$ cat src/rtl/alu_scheduler_pkg.sv
// alu_pkg: shared definitions for the ALU scheduler.
//   - ALU op-code constants (0..7)
//   - scheduler FSM state encoding
//   - default latency constants and a small max helper used for counter sizing
package alu_pkg;

   localparam logic [2:0] ALU_AND = 3'd0;
   localparam logic [2:0] ALU_OR  = 3'd1;
   localparam logic [2:0] ALU_XOR = 3'd2;
   localparam logic [2:0] ALU_NOR = 3'd3;
   localparam logic [2:0] ALU_SLT = 3'd4;
   localparam logic [2:0] ALU_ADD = 3'd5;
   localparam logic [2:0] ALU_SUB = 3'd6;
   localparam logic [2:0] ALU_MOD = 3'd7;

   typedef enum logic [2:0] {
      ST_IDLE       = 3'd0,
      ST_ISSUE_COMB = 3'd1,
      ST_MOD_RST    = 3'd2,
      ST_MOD_WAIT   = 3'd3,
      ST_RESP       = 3'd4
   } sched_state_t;

   localparam int unsigned DEF_COMB_WAIT      = 2;
   localparam int unsigned DEF_MOD_RST_CYCLES = 4;
   localparam int unsigned DEF_MOD_WAIT       = 512;

   function automatic int unsigned max3(input int unsigned x, input int unsigned y,
                                        input int unsigned z);
      int unsigned m;
      m = (x > y) ? x : y;
      return (m > z) ? m : z;
   endfunction

endpackage

$ cat src/rtl/alu_scheduler_rr_arbiter_2.sv
// rr_arbiter_2: combinational two-way round-robin arbiter.
//   req[1:0]   in   request vector (bit N = requester N)
//   last_grant in   requester granted most recently (register lives in the caller)
//   enable     in   when low no grant is issued
//   grant[1:0] out  one-hot grant, all zero when disabled or nothing requested
module rr_arbiter_2 (
   input  logic [1:0] req,
   input  logic       last_grant,
   input  logic       enable,
   output logic [1:0] grant
);

   always_comb begin
      grant = 2'b00;
      if (enable) begin
         // On a tie the requester that did not win last time goes first.
         if (req == 2'b11) grant = last_grant ? 2'b01 : 2'b10;
         else              grant = req;
      end
   end

endmodule

$ cat src/rtl/alu_scheduler.sv
// alu_scheduler: round-robin sequencer in front of the shared ALU.
//   clk, reset                  clock, asynchronous active-high reset
//   reqN_valid/ready/sel/a/b    two request channels (valid/ready)
//   rsp_valid/ready/id/result/err  single response channel, tagged by requester
//   alu_sel/a/b/reset, alu_result  ALU drive and result capture
// One operation is in flight at a time; ops 0-6 wait COMB_WAIT cycles, a mod
// pulses alu_reset for MOD_RST_CYCLES then waits MOD_WAIT cycles. A mod by
// zero never touches the ALU and answers with all-ones and rsp_err set.
module alu_scheduler
   import alu_pkg::*;
#(
   parameter int unsigned DATA_W         = 32,
   parameter int unsigned COMB_WAIT      = DEF_COMB_WAIT,
   parameter int unsigned MOD_RST_CYCLES = DEF_MOD_RST_CYCLES,
   parameter int unsigned MOD_WAIT       = DEF_MOD_WAIT
) (
   input  logic              clk,
   input  logic              reset,
   input  logic              req0_valid,
   output logic              req0_ready,
   input  logic [2:0]        req0_sel,
   input  logic [DATA_W-1:0] req0_a,
   input  logic [DATA_W-1:0] req0_b,
   input  logic              req1_valid,
   output logic              req1_ready,
   input  logic [2:0]        req1_sel,
   input  logic [DATA_W-1:0] req1_a,
   input  logic [DATA_W-1:0] req1_b,
   output logic              rsp_valid,
   input  logic              rsp_ready,
   output logic              rsp_id,
   output logic [DATA_W-1:0] rsp_result,
   output logic              rsp_err,
   output logic [2:0]        alu_sel,
   output logic [DATA_W-1:0] alu_a,
   output logic [DATA_W-1:0] alu_b,
   output logic              alu_reset,
   input  logic [DATA_W-1:0] alu_result
);

   localparam int unsigned MAX_WAIT = max3(COMB_WAIT, MOD_RST_CYCLES, MOD_WAIT);
   localparam int          CNT_W    = $clog2(MAX_WAIT + 1);

   sched_state_t      r_state;
   sched_state_t      w_next;
   logic [CNT_W-1:0]  r_cnt;
   logic              r_last_grant;
   logic [2:0]        r_sel;
   logic [DATA_W-1:0] r_a;
   logic [DATA_W-1:0] r_b;
   logic              r_id;
   logic [DATA_W-1:0] r_result;
   logic              r_err;

   logic [1:0]        w_grant;
   logic              w_accept;
   logic              w_gid;
   logic [2:0]        w_sel;
   logic [DATA_W-1:0] w_a;
   logic [DATA_W-1:0] w_b;
   logic              w_counting;
   logic              w_cnt_done;
   logic              w_rsp_fire;

   // Gating with reset keeps both readies low while reset is held.
   rr_arbiter_2 u_arb (
      .req        ({req1_valid, req0_valid}),
      .last_grant (r_last_grant),
      .enable     ((r_state == ST_IDLE) && !reset),
      .grant      (w_grant)
   );

   assign req0_ready = w_grant[0];
   assign req1_ready = w_grant[1];
   assign w_accept   = |w_grant;
   assign w_gid      = w_grant[1];
   assign w_sel      = w_gid ? req1_sel : req0_sel;
   assign w_a        = w_gid ? req1_a   : req0_a;
   assign w_b        = w_gid ? req1_b   : req0_b;

   assign w_counting = (r_state == ST_ISSUE_COMB) || (r_state == ST_MOD_RST) ||
                       (r_state == ST_MOD_WAIT);
   assign w_cnt_done = (r_cnt == '0);
   assign w_rsp_fire = (r_state == ST_RESP) && rsp_ready;

   always_comb begin
      w_next = r_state;
      case (r_state)
         ST_IDLE: begin
            if (w_accept) begin
               if (w_sel != ALU_MOD)  w_next = ST_ISSUE_COMB;
               else if (w_b == '0)    w_next = ST_RESP;
               else                   w_next = ST_MOD_RST;
            end
         end
         ST_ISSUE_COMB: if (w_cnt_done) w_next = ST_RESP;
         ST_MOD_RST:    if (w_cnt_done) w_next = ST_MOD_WAIT;
         ST_MOD_WAIT:   if (w_cnt_done) w_next = ST_RESP;
         ST_RESP:       if (w_rsp_fire) w_next = ST_IDLE;
         default:       w_next = ST_IDLE;
      endcase
   end

   always_ff @(posedge clk or posedge reset) begin
      if (reset) r_state <= ST_IDLE;
      else       r_state <= w_next;
   end

   // Counter holds "cycles remaining minus one" so the final count is zero.
   always_ff @(posedge clk or posedge reset) begin
      if (reset) begin
         r_cnt        <= '0;
         r_last_grant <= 1'b1;
         r_sel        <= '0;
         r_a          <= '0;
         r_b          <= '0;
         r_id         <= 1'b0;
         r_result     <= '0;
         r_err        <= 1'b0;
      end else if (w_accept) begin
         r_sel        <= w_sel;
         r_a          <= w_a;
         r_b          <= w_b;
         r_id         <= w_gid;
         r_last_grant <= w_gid;
         if (w_sel == ALU_MOD) begin
            r_cnt <= CNT_W'(MOD_RST_CYCLES - 1);
            if (w_b == '0) begin
               r_result <= '1;
               r_err    <= 1'b1;
            end
         end else begin
            r_cnt <= CNT_W'(COMB_WAIT - 1);
         end
      end else if (w_counting) begin
         if (!w_cnt_done) begin
            r_cnt <= r_cnt - CNT_W'(1);
         end else if (r_state == ST_MOD_RST) begin
            r_cnt <= CNT_W'(MOD_WAIT - 1);
         end else begin
            r_result <= alu_result;
            r_err    <= 1'b0;
         end
      end
   end

   assign alu_sel    = r_sel;
   assign alu_a      = r_a;
   assign alu_b      = r_b;
   assign alu_reset  = (r_state == ST_MOD_RST);
   assign rsp_valid  = (r_state == ST_RESP);
   assign rsp_id     = r_id;
   assign rsp_result = r_result;
   assign rsp_err    = r_err;

endmodule

$ cat config.mk
export PLATFORM = sky130hd
export DESIGN_NAME = alu_scheduler
export DESIGN_NICKNAME = d
export VERILOG_FILES = /design/src/rtl/alu_scheduler_pkg.sv /design/src/rtl/alu_scheduler_rr_arbiter_2.sv /design/src/rtl/alu_scheduler.sv
export SDC_FILE = /design/constraint.sdc
export NUM_CORES = 1
export LEC_CHECK = 0
export CORE_ASPECT_RATIO = 1.4
export CORE_MARGIN = 1.5
export CORE_UTILIZATION = 40
export CTS_BUF_LIST = sky130_fd_sc_hd__clkbuf_8 sky130_fd_sc_hd__clkbuf_16
export DETAILED_ROUTE_END_ITERATION = 8
export HOLD_SLACK_MARGIN = 0.15
export PLACE_DENSITY = 0.83
export SLEW_MARGIN = 20
export SYNTH_ARGS = -nofsm -noshare
export SYNTH_HDL_FRONTEND = slang
export SYNTH_HIERARCHICAL = 1
export SYNTH_SLANG_ARGS = --single-unit
$ cat constraint.sdc
create_clock -name clk -period 4.15 [get_ports clk]
set_clock_uncertainty 0.05 [all_clocks]
set_input_delay 0.83 -clock clk [delete_from_list [all_inputs] [get_ports clk]]
set_output_delay 0.83 -clock clk [all_outputs]
set_load 0.01 [all_outputs]
# --- Word level (Yosys, flattened, before mapping) ---
# Cells that the tools add are included.
totals:
  register_bits: 115
  word_cells: 70
op_classes:
  eq_ne: 15
  n_reduce_logical: 15
  addsub: 1
  mux: 30
op_table:
  columns: ["cell", "n"]
  rows:
  - ["$mux 32", 8]
  - ["$mux 10", 4]
  - ["$logic_not 32->1", 1]
  - ["$mux 3", 7]
  - ["$ne 2x1->1 const B", 6]
  - ["$pmux 3 s4", 1]
  - ["$logic_not 10->1", 1]
  - ["$sub 10x1->10 const B", 1]
  - ["$mux 2", 4]
  - ["$eq 3x2->1 const B", 2]
  - ["$eq 3x3->1 const B", 2]
  - ["$mux 1", 6]
  - ["$ne 3x3->1 const B", 2]
  - ["$reduce_and 5->1", 1]
  - ["$reduce_and 4->1", 1]
  - ["$reduce_bool 2->1", 2]
  - ["$reduce_or 2->1", 2]
  - ["$eq 3x1->1 const B", 1]
  - ["$logic_not 3->1", 1]
  - ["$eq 2x2->1 const B", 1]
  - ["$logic_and 1x1->1", 2]
  - ["$logic_or 1x1->1", 2]
  - ["$ne 2x2->1 const B", 1]
  - ["$reduce_and 2->1", 1]
  - ["$logic_not 1->1", 1]

# --- Depth between registers and ports, before layout ---
depth:
  word_depth: 9
  ltp_mapped: 13

# --- By module ---
# The synthesis kept the hierarchy.
modules_own_cells:
  columns: ["module", "instances", "cells_each", "area_per_inst_um2", "seq_area_each_um2"]
  rows:
  - ["alu_scheduler", 1, 551, 5579.1, 2879.0]
  - ["rr_arbiter_2", 1, 5, 21.3, 0.0]

# --- Worst setup path after synthesis ---
# No wires, ideal clock.
synth_path:
  kind: "input -> register"
  from: "input port reset"
  to: "register r_result[10], in the netlist rsp_result[10]"
  path_slack_ps: 1079
  required_ps: 4034
  setup_time_ps: 66
  t_arrival_ps: 2955
  stages: 11
  path_buffers: 3
  cell_sequence: "nor4_1 -> nand2_1 -> a21oi_1 -> buf_6 -> or4b_1 -> o22ai_1 -> nand4_1 -> or3_1 -> buf_6 -> buf_6 -> nand3_2"
synth_via:
  elab_chain_len: 7
synth_rtl:
  columns: ["item", "line_no", "text"]
  rows:
  - ["from (decl)", "alu_scheduler.sv:18", "input logic reset,"]
  - ["$logic_not 1->1 (no source line) *", null, null]
  - ["$logic_and 1x1->1 *", "alu_scheduler.sv:69", ".enable ((r_state == ST_IDLE) && !reset),"]
  - ["$mux 2 *", "alu_scheduler_rr_arbiter_2.sv:15", "if (enable) begin"]
  - ["via req1_ready", "alu_scheduler.sv:25", "output logic req1_ready,"]
  - ["$mux 32 or $mux 3 (tied branches)", "alu_scheduler.sv:79, alu_scheduler.sv:77", null]
  - ["$logic_not 32->1 or $eq 3x3->1 (tied branches)", "alu_scheduler.sv:128, alu_scheduler.sv:126", null]
  - ["$ne 2x1->1 (no source line)", null, null]
  - ["$reduce_and 5->1 (no source line)", null, null]
  - ["to (signal assigned)", "alu_scheduler.sv:141", "r_result <= alu_result;"]
  - ["to (decl)", "alu_scheduler.sv:52", "logic [DATA_W-1:0] r_result;"]
# Mark *: on every way through the listed nets, which the timed path passes. The rest lies on a longest branch.
# A chain may end at the register's enable or synchronous reset.

# --- Worst setup path after layout ---
layout_path:
  from: "input port reset"
  to: "output port req1_ready"
layout_via:
  elab_chain_len: 3
layout_rtl:
  columns: ["item", "line_no"]
  rows:
  - ["$logic_not 1->1 (no source line)", null]
  - ["$logic_and 1x1->1", "alu_scheduler.sv:69"]
  - ["$mux 2", "alu_scheduler_rr_arbiter_2.sv:15"]
  - ["to (decl)", "alu_scheduler.sv:25"]
# Every way passes these cells.

==> impl_results.md <==
* Status: complete, no violations
* Clk root buf: clkbuf_16
* Hold path start: rsp_err$_DFFE_PP0P_
* Register area share after synthesis at 0.514
* Pre-Repair DR Iteration Count at 4
* Port Buffers at 275
* Final max-slew violation count at 0
* Number of global-route vias before repair at 5198
* Crit Path Category: in2out
* Final Hold Vio Count at 0
* Total power at 0.00611 W
* DIE WIDTH at 103 um
* Internal at 0.00405 W
* Cell area after layout at 0.00911 mm^2
* WL/cell at 16.8 um
* RR Startpoint: r_state[2]$_DFFE_PP0P_
* Fin crit share at 0.854
* Worst path top cell family by delay: buffers and inverters
* Final wirelength at 17.1 mm
* Crit path arrival time at 2.66 ns
* Synthesized area at 0.00560 mm^2
* Largest net degree at the start of global routing at 74
* Worst VDD drop at 0.307 mV
* Crit end category: output pin
* Initial core utilization at 0.406
* Die ar. at 0.0147 mm^2
* Detailed placement HPWL at 12.6 mm
* Yosys warning total at 6
* CP Cell Sequence: clkdlybuf4s50_1, nor4_1, nand2_1, a21oi_4, buf_12, clkdlybuf4s50_1
* # resized after CTS at 0
* Postcts setup bufs at 0
* CP Data Required Time at 3.27 ns
* Setup-failing EPs final at 0
* Vert. Die Dim at 143 um
* Worst hold path class: reg2reg
* Vias/cell at 5.03
* Fill cell count at 1122
* Antenna-violating nets left at 0
* Multi-input logic area at 0.00253 mm^2
* Ant. Diodes at 0
* Crit path from: reset
* Worst Tran Pin Value at 0.779 ns
* RSZ-0062 raised after global routing: false
* Total Neg Setup Slack at 0 ns
* Top cell by count, worst path: clkdlybuf4s50_1
* Max Buffers Root-to-Sink at 2
* First-pass GRT wire length at 26.1 mm
* Startpoint types: input port
* Io pins at 276
* Placed instance area at 0.00852 mm^2
* Overall routing resource usage at 0.233
* Fmax at 0.282 GHz
* Clk pwr share at 0.235
* Cell area power density at 671 mW/mm^2
* P&R area growth vs syn at 62.6%
* NetSw at 0.00206 W
* CP Max Fanout at 57
* Avg Cell Area, Syn at 10.1 um^2
* Initial DRC Count at 110
* Distinct cells, synth at 40
* Hold-fix buffers, CTS at 0
* Switching part of the total at 0.337
* Slew headroom at 0.481
* Most frequent cells in the layout: clkdlybuf4s50_1, nand2_1, dfrtp_1
* Sequential power share at 0.331
* Clock Sinks at 115
* Max cap viols at 0
* Tmin final at 3.54 ns
* CTS tree: done
* Hold_ws at 0.425 ns
* Drt drc at 0
* Core Footprint at 0.0138 mm^2
* Placement Setup Slack at 0.301 ns
* DR vias at 5117
* Comb pwr share at 0.433
* CTS clk-pin slew, worst paths at 0.06 ns
* Gpl congestion at 0.790
* Clk Latency, worst-skew pair at 0.40 ns
* Initial antenna violation count at 0
* H-tree Lvls at 4
* Seq. cell area at 0.00288 mm^2
* Synthesized Nets at 728
* CP peak stage delay at 0.58 ns
* Remaining global-route overflow at 0
* Post-route setup slack at 0.606 ns
* Post-Syn Instances at 556
* Synth Register Bits at 115
* CP Buf/Inv Count at 3
* CTS buffer count at 17
* Slowest cell on crit path: clkdlybuf4s50_1
* Layout cells sized above 1 at 0.111
* Leak pwr at 3.77 nW
* Final #Nets at 991
* Rows at 51
* Commonest non-fill, non-tap cell in the layout: clkdlybuf4s50_1
power groups by stage:
stage / sequential (W) / clock, W / combinational, W
6_report: 0.00202 / 0.00144 / 0.00265
5_1_grt: 0.00209 / 0.00152 / 0.00290
4_1_cts: 0.00203 / 0.00147 / 0.00268
3_5_place_dp: 0.00203 / 0 / 0.00267
3_3_place_gp: 0.00202 / 0 / 0.00259
2_1_floorplan: 0.00220 / 0 / 0.00101
cell families (layout without fill, tap and decap cells):
group / after synthesis / after routing / share of synthesized area
and+or+nand+nor: 221 / 221 / 0.206
muxes: 78 / 78 / 0.143
DFF: 115 / 115 / 0.514
AOI/OAI and AO/OA: 91 / 91 / 0.0900
adders and majority gates: 1 / 1 / 0.00223
xor gates and xnor gates: 4 / 4 / 0.00625
buffers and inverters: 46 / 322 / 0.0384
Yosys cell counts:
master,instances,area share
nand2_1,134,0.090
dfrtp_1,114,0.51
o21ai_0,65,0.058
mux2i_1,61,0.11
nand3_2,29,0.052
clkbuf_1,26,0.017
mux2_2,17,0.034
nor2_1,13,0.0087
nand3_1,11,0.0098
o22ai_1,10,0.011
or4_1,8,0.011
or4b_1,8,0.014
inv_1,7,0.0047
buf_6,5,0.010
nor3_1,5,0.0045
a21oi_1,4,0.0036
buf_1,4,0.0027
buf_2,4,0.0036
xor2_1,4,0.0063
nand4_1,3,0.0034
a21o_1,2,0.0027
a41oi_1,2,0.0031
nor4_1,2,0.0022
or3_1,2,0.0022
a211o_1,1,0.0016
a211oi_1,1,0.0013
a22oi_1,1,0.0013
a31oi_1,1,0.0011
a41o_1,1,0.0018
and2_1,1,0.0011
dfstp_2,1,0.0047
ha_1,1,0.0022
nand2b_1,1,0.0011
nand4b_1,1,0.0016
nor2b_1,1,0.0011
nor3b_2,1,0.0022
o21a_1,1,0.0013
o21bai_1,1,0.0013
o2bb2ai_1,1,0.0016
or2_2,1,0.0011
metal layers:
layer,part of all wire,up-vias,track usage
met5,0,-,0
met2,0.52,190,0.403
met3,0.069,36,0.0720
met4,0.029,0,0.102
met1,0.38,2419,0.261
li1,-,2472,-
worst reg2reg max path: cells and delay by family, from the launching register on:
kind / cells / cell delay, ns
and+or+nand+nor: 6 / 1.69
AOI/OAI and AO/OA: 2 / 0.33
DFF: 1 / 0.51
buffers and inverters: 2 / 0.53
flip-flops by register name, summed over array words and instances (netlist names):
signal,flops
alu_a,32
alu_b,32
rsp_result,32
r_cnt,10
alu_sel,3
r_state,3
r_last_grant,1
rsp_err,1
rsp_id,1
through the flow:
step	utilization	instances
5_1_grt	0.661	1017
2_1_floorplan	-	556
6_report	0.661	1017
3_5_place_dp	0.618	985
4_1_cts	0.661	1017
3_3_place_gp	0.618	985
worst paths after layout:
check	to	slack (ns)	cells past startpoint
hold / removal	rsp_err$_DFFE_PP0P_	0.42	2
setup reg to reg	rsp_result[29]$_DFFE_PP0P_	0.99	10
hold reg to reg	rsp_err$_DFFE_PP0P_	0.42	2
max in group asynchronous	rsp_result[26]$_DFFE_PP0P_	2.38	3
min in group asynchronous	alu_b[12]$_DFFE_PP0N_	0.89	2
setup / recovery	req1_ready	0.61	6
layout make-up:
| type | count | share of cell area |
|---|---|---|
| inverter | 7 | 0.00316 |
| clock buffer | 17 | 0.0467 |
| tap | 185 | 0.0254 |
| timing repair buffer | 283 | 0.313 |
| multi-input combinational | 395 | 0.278 |
| sequential | 115 | 0.316 |
| clock inverter | 15 | 0.0174 |
Power figures use the tool's default switching activity.
